==> src/rtl/machine_seg_pkg.sv <==
// Shared definitions for the multiplexed 7-segment scanner.
//   SEG_TABLE : 16-entry active-high hex glyph table, bits 6:0 = g..a
//   SEG_A..SEG_G, SEG_DP : bit positions in the 8-bit segment bus
//   seg_state_e : per-slot scan phase (dead time / lit)
package machine_seg_pkg;

    localparam int unsigned SEG_A  = 0;
    localparam int unsigned SEG_B  = 1;
    localparam int unsigned SEG_C  = 2;
    localparam int unsigned SEG_D  = 3;
    localparam int unsigned SEG_E  = 4;
    localparam int unsigned SEG_F  = 5;
    localparam int unsigned SEG_G  = 6;
    localparam int unsigned SEG_DP = 7;

    // Index 15 first: F, E, d, C, b, A, 9 ... 0
    localparam logic [15:0][6:0] SEG_TABLE = {
        7'h71, 7'h79, 7'h5E, 7'h39, 7'h7C, 7'h77, 7'h6F, 7'h7F,
        7'h07, 7'h7D, 7'h6D, 7'h66, 7'h4F, 7'h5B, 7'h06, 7'h3F
    };

    typedef enum logic {
        BLANK = 1'b0,
        SHOW  = 1'b1
    } seg_state_e;

endpackage

==> src/rtl/machine_hex_to_seg.sv <==
// Combinational hex nibble to active-high 7-segment glyph.
//   i_nibble : hex digit 0..F
//   o_seg    : glyph, bits 6:0 = g,f,e,d,c,b,a (active-high)
module machine_hex_to_seg
    import machine_seg_pkg::*;
(
    input  logic [3:0] i_nibble,
    output logic [6:0] o_seg
);

    always_comb begin
        o_seg = SEG_TABLE[i_nibble];
    end

endmodule

==> src/rtl/machine_seg_scan.sv <==
// Multiplexed 7-segment scanner with double-buffered, frame-synchronous
// update, dead time between digits, per-digit enable/dp and leading-zero
// suppression.
//   clk, rst   : clock, async active-high reset
//   value      : 4*DIGITS hex digits, digit 0 in the low nibble
//   dp         : per-digit decimal point request
//   digit_en   : per-digit enable (0 = segments and dp dark)
//   lz_blank   : leading-zero suppression enable, captured with load
//   load       : strobe capturing value/dp/digit_en/lz_blank
//   seg        : {dp,g,f,e,d,c,b,a}, polarity per SEG_ACTIVE_LOW
//   anode      : one-hot digit select, polarity per AN_ACTIVE_LOW
//   digit_idx  : digit in the current slot
//   frame_tick : high on the last cycle of each frame
module machine_seg_scan
    import machine_seg_pkg::*;
#(
    parameter  int unsigned DIGITS         = 4,
    parameter  int unsigned CLK_DIV        = 50000,
    parameter  int unsigned BLANK_CYCLES   = 64,
    parameter  bit          SEG_ACTIVE_LOW = 1'b1,
    parameter  bit          AN_ACTIVE_LOW  = 1'b1,
    localparam int unsigned IDX_W          = (DIGITS > 1) ? $clog2(DIGITS) : 1
)(
    input  logic                  clk,
    input  logic                  rst,
    input  logic [4*DIGITS-1:0]   value,
    input  logic [DIGITS-1:0]     dp,
    input  logic [DIGITS-1:0]     digit_en,
    input  logic                  lz_blank,
    input  logic                  load,
    output logic [7:0]            seg,
    output logic [DIGITS-1:0]     anode,
    output logic [IDX_W-1:0]      digit_idx,
    output logic                  frame_tick
);

    localparam int unsigned CNT_W     = $clog2(CLK_DIV);
    localparam bit          HAS_BLANK = (BLANK_CYCLES > 0);
    localparam logic [7:0]  SEG_OFF   = SEG_ACTIVE_LOW ? 8'hFF : 8'h00;
    localparam logic [DIGITS-1:0] AN_OFF = {DIGITS{AN_ACTIVE_LOW}};

    logic [CNT_W-1:0]    r_cnt;
    logic [IDX_W-1:0]    r_idx;
    seg_state_e          r_state;
    logic [7:0]          r_seg;
    logic [DIGITS-1:0]   r_anode;

    logic [4*DIGITS-1:0] r_pend_val, r_act_val;
    logic [DIGITS-1:0]   r_pend_dp,  r_act_dp;
    logic [DIGITS-1:0]   r_pend_en,  r_act_en;
    logic                r_pend_lz,  r_act_lz;

    logic                w_slot_end;
    logic                w_tick;
    logic [CNT_W-1:0]    w_cnt_nxt;
    logic [IDX_W-1:0]    w_idx_nxt;
    seg_state_e          w_state_nxt;

    logic [4*DIGITS-1:0] w_act_val_nxt;
    logic [DIGITS-1:0]   w_act_dp_nxt;
    logic [DIGITS-1:0]   w_act_en_nxt;
    logic                w_act_lz_nxt;

    logic [3:0]          w_nib;
    logic                w_dp_bit;
    logic                w_en_bit;
    logic                w_sup;
    logic                w_allz;
    logic [6:0]          w_hex;
    logic [7:0]          w_pat;
    logic [DIGITS-1:0]   w_an_hot;
    logic [7:0]          w_seg_drv;
    logic [DIGITS-1:0]   w_an_drv;

    // Scan timing and double-buffer commit. Everything below is computed
    // for the upcoming cycle so the registered outputs line up with r_cnt.
    always_comb begin
        w_slot_end = (r_cnt == CNT_W'(CLK_DIV - 1));
        w_tick     = w_slot_end && (r_idx == IDX_W'(DIGITS - 1));
        w_cnt_nxt  = w_slot_end ? '0 : r_cnt + 1'b1;

        w_idx_nxt = r_idx;
        if (w_slot_end) begin
            w_idx_nxt = (r_idx == IDX_W'(DIGITS - 1)) ? '0 : r_idx + 1'b1;
        end

        w_state_nxt = r_state;
        case (r_state)
            BLANK:   if (!HAS_BLANK || w_cnt_nxt == CNT_W'(BLANK_CYCLES)) w_state_nxt = SHOW;
            SHOW:    if (HAS_BLANK && w_cnt_nxt == '0)                    w_state_nxt = BLANK;
            default: w_state_nxt = BLANK;
        endcase

        // A load coinciding with the frame tick bypasses the pending set
        w_act_val_nxt = r_act_val;
        w_act_dp_nxt  = r_act_dp;
        w_act_en_nxt  = r_act_en;
        w_act_lz_nxt  = r_act_lz;
        if (w_tick) begin
            w_act_val_nxt = load ? value    : r_pend_val;
            w_act_dp_nxt  = load ? dp       : r_pend_dp;
            w_act_en_nxt  = load ? digit_en : r_pend_en;
            w_act_lz_nxt  = load ? lz_blank : r_pend_lz;
        end
    end

    // Digit select plus leading-zero scan from the most significant digit down
    always_comb begin
        w_nib    = '0;
        w_dp_bit = 1'b0;
        w_en_bit = 1'b0;
        w_sup    = 1'b0;
        w_allz   = 1'b1;
        for (int unsigned k = 0; k < DIGITS; k++) begin
            w_allz = w_allz && (w_act_val_nxt[4*(DIGITS-1-k) +: 4] == 4'h0);
            if (IDX_W'(DIGITS - 1 - k) == w_idx_nxt) begin
                w_nib    = w_act_val_nxt[4*(DIGITS-1-k) +: 4];
                w_dp_bit = w_act_dp_nxt[DIGITS-1-k];
                w_en_bit = w_act_en_nxt[DIGITS-1-k];
                w_sup    = w_act_lz_nxt && (k != DIGITS - 1) && w_allz;
            end
        end
    end

    machine_hex_to_seg u_hex (
        .i_nibble (w_nib),
        .o_seg    (w_hex)
    );

    always_comb begin
        w_pat = '0;
        if (w_state_nxt == SHOW && w_en_bit) begin
            w_pat[SEG_DP] = w_dp_bit;
            if (!w_sup) begin
                w_pat[SEG_G:SEG_A] = w_hex;
            end
        end
        w_an_hot  = (w_state_nxt == SHOW) ? (DIGITS'(1) << w_idx_nxt) : '0;
        w_seg_drv = SEG_ACTIVE_LOW ? ~w_pat : w_pat;
        w_an_drv  = AN_ACTIVE_LOW ? ~w_an_hot : w_an_hot;
    end

    always_ff @(posedge clk or posedge rst) begin
        if (rst) begin
            r_cnt      <= '0;
            r_idx      <= '0;
            r_state    <= BLANK;
            r_seg      <= SEG_OFF;
            r_anode    <= AN_OFF;
            r_pend_val <= '0;
            r_pend_dp  <= '0;
            r_pend_en  <= '0;
            r_pend_lz  <= 1'b0;
            r_act_val  <= '0;
            r_act_dp   <= '0;
            r_act_en   <= '0;
            r_act_lz   <= 1'b0;
        end else begin
            r_cnt     <= w_cnt_nxt;
            r_idx     <= w_idx_nxt;
            r_state   <= w_state_nxt;
            r_seg     <= w_seg_drv;
            r_anode   <= w_an_drv;
            r_act_val <= w_act_val_nxt;
            r_act_dp  <= w_act_dp_nxt;
            r_act_en  <= w_act_en_nxt;
            r_act_lz  <= w_act_lz_nxt;
            if (load) begin
                r_pend_val <= value;
                r_pend_dp  <= dp;
                r_pend_en  <= digit_en;
                r_pend_lz  <= lz_blank;
            end
        end
    end

    assign seg        = r_seg;
    assign anode      = r_anode;
    assign digit_idx  = r_idx;
    assign frame_tick = w_tick;

endmodule

==> config.mk <==
export PLATFORM = sky130hd
export DESIGN_NAME = machine_seg_scan
export DESIGN_NICKNAME = d
export VERILOG_FILES = /design/src/rtl/machine_seg_pkg.sv /design/src/rtl/machine_hex_to_seg.sv /design/src/rtl/machine_seg_scan.sv
export SDC_FILE = /design/constraint.sdc
export NUM_CORES = 1
export LEC_CHECK = 0
export ABC_AREA = 1
export BUFFER_PORTS_ARGS = -buffer_cell sky130_fd_sc_hd__buf_2
export CORE_AREA = 3 3 109 111
export CTS_BUF_LIST = sky130_fd_sc_hd__clkbuf_2 sky130_fd_sc_hd__clkbuf_4 sky130_fd_sc_hd__clkbuf_8
export CTS_CLUSTER_DIAMETER = 50
export DETAILED_ROUTE_END_ITERATION = 8
export DIE_AREA = 0 0 112 114
export GPL_TIMING_DRIVEN = 0
export PLACE_DENSITY = 0.68
export RECOVER_POWER = 50
export SYNTH_ARGS = -nofsm -noshare
export SYNTH_HDL_FRONTEND = slang
export SYNTH_SLANG_ARGS = --single-unit
export TNS_END_PERCENT = 1
==> constraint.sdc <==
create_clock -name clk -period 6.9 [get_ports clk]
set_clock_uncertainty 0.15 [all_clocks]
set_input_delay 0.345 -clock clk [delete_from_list [all_inputs] [get_ports clk]]
set_output_delay 0.345 -clock clk [all_outputs]
set_load 0.01 [all_outputs]
# Word-level counts from Yosys, hierarchy flattened
# Memory sizes are Yosys's and may differ from the RTL's.
# Cells that the tools add are included.
# totals
register_bits,81
latch_bits,0
ram_bits,0
mem_bits_ro,112
wordCells,73
mem_count,1
# op_classes
n_addsub,2
mul,0
div_mod_pow,0
magnitude_cmp,1
eq_ne,6
shift,1
muxes,34
bitwise,3
n_reduce_logical,12
# memory_table
name,depth,width,read_ports,rd_ports_with_merged_regs,wr,line_no,source
(no name shown),16,7,1,0,0,machine_hex_to_seg.sv:12,o_seg = SEG_TABLE[i_nibble];
# ops
operator,n
$mux 16,3
$mux 4,9
$add 16x1->16 const B,1
$eq 16x16->1 const B,1
$eq 16x7->1 const B,1
$logic_not 16->1,1
$mux 1,16
$mux 7,2
$logic_not 4->1,3
$mux 8,1
$not 8->8,1
$logic_and 1x1->1,7
$lt 4x5->1 const B,1
$eq 2x2->1 const A,2
$mux 2,2
$not 4->4,1
$shl 1x2->4 const A,1
$add 2x1->2 const B,1
$eq 1x2->1 const A,1
$eq 2x2->1 const B,1
$logic_not 2->1,1
$pmux 1 s2,1
$not 1->1,1

# Longest topological paths before layout
# depth
ltp_word,13
ltp_mapped,18
ltp_nobuf,17

# By module
# Synthesis repeated with hierarchy kept, for this count alone.
# hier_totals
hier_cells,550
area_unflattened_um2,4286.6
# modules_own_cells
module,instances,cells_per_inst,area_per_inst_um2,seq_area_each_um2
machine_seg_scan,1,498,4010.1,2042.0
machine_hex_to_seg,1,52,276.5,0.0

# Least setup slack after synthesis
# Ideal clock, no wire load.
# synth_timing
path_type,register -> register
from,register r_cnt[0]
to,"register r_seg[1], in the netlist seg[1]"
setup_time_ns,0.085
arrival_time_ns,2.302
required_ns,6.665
slack_ns,4.363
stages_incl_launch_ff,17
n_path_buf,1
period_less_slack_ns,2.537
path_cell_list,dfrtp_1 > ha_1 > nand3_4 > nor2_8 > nand3_4 > buf_6 > nand2_1 > nand2_2 > nand2_1 > and2_1 > nand2_1 > nor2_1 > ha_1 > nand2_1 > nor2_1 > nor2_1 > nand3_1
# synth_via
elab_chain_cells,12
elab_cells_between_ends,43
classes_between,add/sub (1); eq/ne (5); mux (23); bitwise (1); reduce/logical (12); memory (1)
# synth_rtl
element,line_no,source
start: declaration,machine_seg_scan.sv:42,logic [CNT_W-1:0] r_cnt;
start signal: assignment,machine_seg_scan.sv:159,r_cnt <= w_cnt_nxt;
$eq 16x16->1 (*),machine_seg_scan.sv:78,w_slot_end = (r_cnt == CNT_W'(CLK_DIV - 1));
$logic_and 1x1->1 (*),machine_seg_scan.sv:79,w_tick = w_slot_end && (r_idx == IDX_W'(DIGITS - 1));
$mux 16 (*),machine_seg_scan.sv:99,if (w_tick) begin
via w_act_val_nxt[8],machine_seg_scan.sv:59,logic [4*DIGITS-1:0] w_act_val_nxt;
"parallel branches: the longest is 6 deep, another holds $mem_v2 16x7",--,
$mux 7 (*),machine_seg_scan.sv:134,if (!w_sup) begin
$mux 8 (*),machine_seg_scan.sv:132,if (w_state_nxt == SHOW && w_en_bit) begin
$not 8->8 (*),machine_seg_scan.sv:139,w_seg_drv = SEG_ACTIVE_LOW ? ~w_pat : w_pat;
via w_seg_drv[1],machine_seg_scan.sv:72,logic [7:0] w_seg_drv;
end signal: assignment,machine_seg_scan.sv:162,r_seg <= w_seg_drv;
end: declaration,machine_seg_scan.sv:45,logic [7:0] r_seg;
# Mark *: on every way through the listed nets, which the timed path passes. The select of a mux whose other input is x is not followed.

# Worst setup path after layout
# layout_timing
from,register r_cnt[0]
to,"register r_seg[1], in the netlist seg[1]"
# layout_via
elab_chain_cells,12
elab_cells_between_ends,43
classes_between,add/sub (1); eq/ne (5); mux (23); bitwise (1); reduce/logical (12); memory (1)
# layout_rtl
element,line_no,source
$eq 16x16->1 (*),machine_seg_scan.sv:78,
$logic_and 1x1->1 (*),machine_seg_scan.sv:79,
$mux 16 (*),machine_seg_scan.sv:99,
via w_act_val_nxt[12],machine_seg_scan.sv:59,
$mux 4 / $logic_not 4->1 (equally long branches),"machine_seg_scan.sv:116, machine_seg_scan.sv:115",
$mux 4 (tied with other cells) (3 in a row),machine_seg_scan.sv:116,if (IDX_W'(DIGITS - 1 - k) == w_idx_nxt) begin
$mem_v2 16x7 / $mux 1 (equally long branches),--,
$mux 7 (not written as such) / $mux 1 (equally long branches),"machine_hex_to_seg.sv:12, machine_seg_scan.sv:116",
$mux 7 (*),machine_seg_scan.sv:134,
$mux 8 (*),machine_seg_scan.sv:132,
$not 8->8 (*),machine_seg_scan.sv:139,
via w_seg_drv[1],machine_seg_scan.sv:72,
# The timed path passes the listed nets; every way through them passes the cells marked *. The select of a mux whose other input is x is not followed.

==> impl_metrics.tcl <==
set metrics [dict create \
    synth_most_common_cell "nand2_1" \
    finalWirelength_um 9300 \
    slew_headroom 0.602 \
    critical_path_class "flip-flop to flip-flop" \
    diodes 0 \
    synth_area_leaders "dfrtp_1, nand2_1, dfstp_2" \
    required_ns 7.02 \
    arrival_ns 2.99 \
    vias_per_cell 4.79 \
    yosysWarnings 0 \
    ant_nets 0 \
    drt-pass1-iter-count 5 \
    synth_nets 571 \
    fin_tns_setup_ns 0 \
    yosysTopAreaCell "dfrtp_1" \
    initial_core_util 0.400 \
    std_cell_rows 38 \
    min_period_ns 2.87 \
    hold_viol_final 0 \
    end_kind "flip-flop" \
    portBuffers 41 \
    syn-instance-count 534 \
    ff_latch_area_um2 2040 \
    clock_sinks 81 \
    postCtsResizedCells 0 \
    clk_latency_ns 0.34 \
    dr.first_iter.drc_count 153 \
    crit_fanout 10 \
    p_leak_nw 2.55 \
    cts.clk_slew.worst_paths_ns 0.08 \
    synth_common_cells "nand2_1, dfrtp_1, inv_1" \
    hpwl_um 7110 \
    drv_slew 0 \
    hold_path_class "primary input to flip-flop" \
    dieWidth_um 112 \
    drive_above_1_share 0.234 \
    clock_path_buffers 2 \
    n_fill_cell 1060 \
    vias 3510 \
    fp.coreArea_um2 10900 \
    htreeDepth 3 \
    grt_pass1_wl_um 16100 \
    avgSynthCellArea_um2 8.16 \
    die_h_um 114 \
    finalCritPeriodShare 0.416 \
    ir_drop_mv 0.0912 \
    cts_made_buffers 9 \
    yosys_most_used_dff "dfrtp_1" \
    worst_pin_slew_ns 0.597 \
    dieArea_um2 12800 \
    p_per_area_nw_per_um2 178 \
    synthArstFlopShare 1.00 \
    multiInputGateArea_um2 1950 \
    finalSetupViolCount 0 \
    synth_area_um2 4360 \
    timing.fmax_mhz 348 \
    ctsHoldBuffers 1 \
    antenna_found_initial 0 \
    wl_per_cell_um 12.7 \
    rsz0062_at_grt "no" \
    drc_errors 0 \
    cts_setup_buffers 0 \
    grt.overflow.total 0 \
    cap_viol_max_count 0 \
    ys_ff_latch 81 \
    total_power_uw 883 \
    grt_pass1_vias 3474 \
    gp_congestion 0.918 \
    cts.root.buffer_cell "clkbuf_8" \
    synth-edff-count 0 \
    synth_cell_type_count 37 \
    cts_tree "done" \
    crit_path_start_kind "flip-flop" \
    io_pins 43 \
    status "complete, no violations" \
    area_delta_synth_final_pct 14.1 \
    fin_nets 625 \
    grt_usage 0.156 \
    grt_max_degree 72 \
    yosys.area.top_type_share 0.396 \
    yosysSeqAreaShare 0.469 \
]
## worst paths after layout
kind,startpoint,to,slack (ns),cells after the start
setup reg to reg,r_cnt[0],seg[1],4.03,16
hold reg to reg,r_pend_val[4],r_pend_val[4],0.33,2
setup / recovery,r_cnt[0],seg[1],4.03,16
hold / removal,dp[2],r_pend_dp[2],0.07,3
max in group asynchronous,rst,seg[1],5.47,4
min in group asynchronous,rst,r_cnt[11],0.41,3
## worst max-delay path, stage by stage (launching register included)
cell and delay, ns:
dfrtp_1 0.39, ha_1 0.25, nand3_4 0.18, nor2_8 0.21, nand3_4 0.12, buf_6 0.17, nand2_1 0.06, nand2_1 0.09
nand2_1 0.08, and2_1 0.14, nand2_1 0.05, nor2_1 0.28, ha_1 0.31, nand2_1 0.10, nor2_1 0.05, nor2_1 0.09
nand3_1 0.08
## report_power, final
part           internal [mW]  total, mW  switching [mW]  leakage, nW
registers              0.488      0.491         0.00326        0.927
logic                 0.0150     0.0440          0.0290         1.52
clock network          0.184      0.348           0.164        0.107
total                  0.686      0.883           0.196         2.55
## final cells by class
cell class	instances	area share
buffer	10	0.0151
clock buffer	12	0.0307
clock inverter	4	0.00906
inverter	77	0.0584
multi-input combinational	366	0.392
sequential	81	0.411
tap	140	0.0352
timing repair buffer	43	0.0488
## routing by layer
| metal | track usage | routed length [um] | vias to the layer above |
|---|---|---|---|
| met5 | 0 | 0 | - |
| met4 | 0.0529 | 172 | 0 |
| met3 | 0.0329 | 479 | 14 |
| met2 | 0.251 | 4290 | 90 |
| met1 | 0.211 | 4360 | 1643 |
| li1 | - | - | 1763 |
## through the flow
stage	setup slack [ns]	instance area (um^2)	utilization	cells	hold slack, ns
4_1_cts	3.98	4970	0.457	733	0.0556
6_report	4.03	4970	0.456	733	0.0682
5_1_grt	3.75	4970	0.456	733	0.0667
3_5_place_dp	4.00	4770	0.438	716	0.115
3_3_place_gp	3.43	4740	0.435	715	0.304
2_1_floorplan	4.34	4360	-	534	0.288
## placed cells by master, fill, tap and decap left out, types with 5 or more instances in the layout
master	n
clkbuf_8	10
nor2_2	8
or2_2	8
o21ai_0	12
nand2_2	13
nand3_2	6
buf_2	41
inv_2	7
ha_1	9
dfstp_2	12
o21ai_1	8
dfrtp_1	69
inv_1	68
nor2_1	38
nor2_4	5
nand3_1	33
buf_6	5
nand2_1	176
nand4_1	12
## state kept, by name, summed over array words and instances (netlist names)
signal / flops
digit_idx: 2
r_act_en: 4
r_pend_en: 4
r_cnt: 16
r_pend_lz: 1
r_act_dp: 4
r_state: 1
seg: 8
r_pend_dp: 4
r_act_lz: 1
r_pend_val: 16
r_act_val: 16
anode: 4
## cell families (layout without fill, tap and decap cells)
group                      count (synthesis)  after routing  synth area share
buffers and inverters                     87            146            0.0844
DFF                                       81             81             0.469
muxes                                      2              2           0.00460
xor gates and xnor gates                   3              3           0.00603
AOI/OAI and AO/OA                         32             32            0.0454
adders and majority gates                  9              9            0.0258
and+or+nand+nor                          320            320             0.365
No activity file was read; power rests on OpenSTA's default activity.
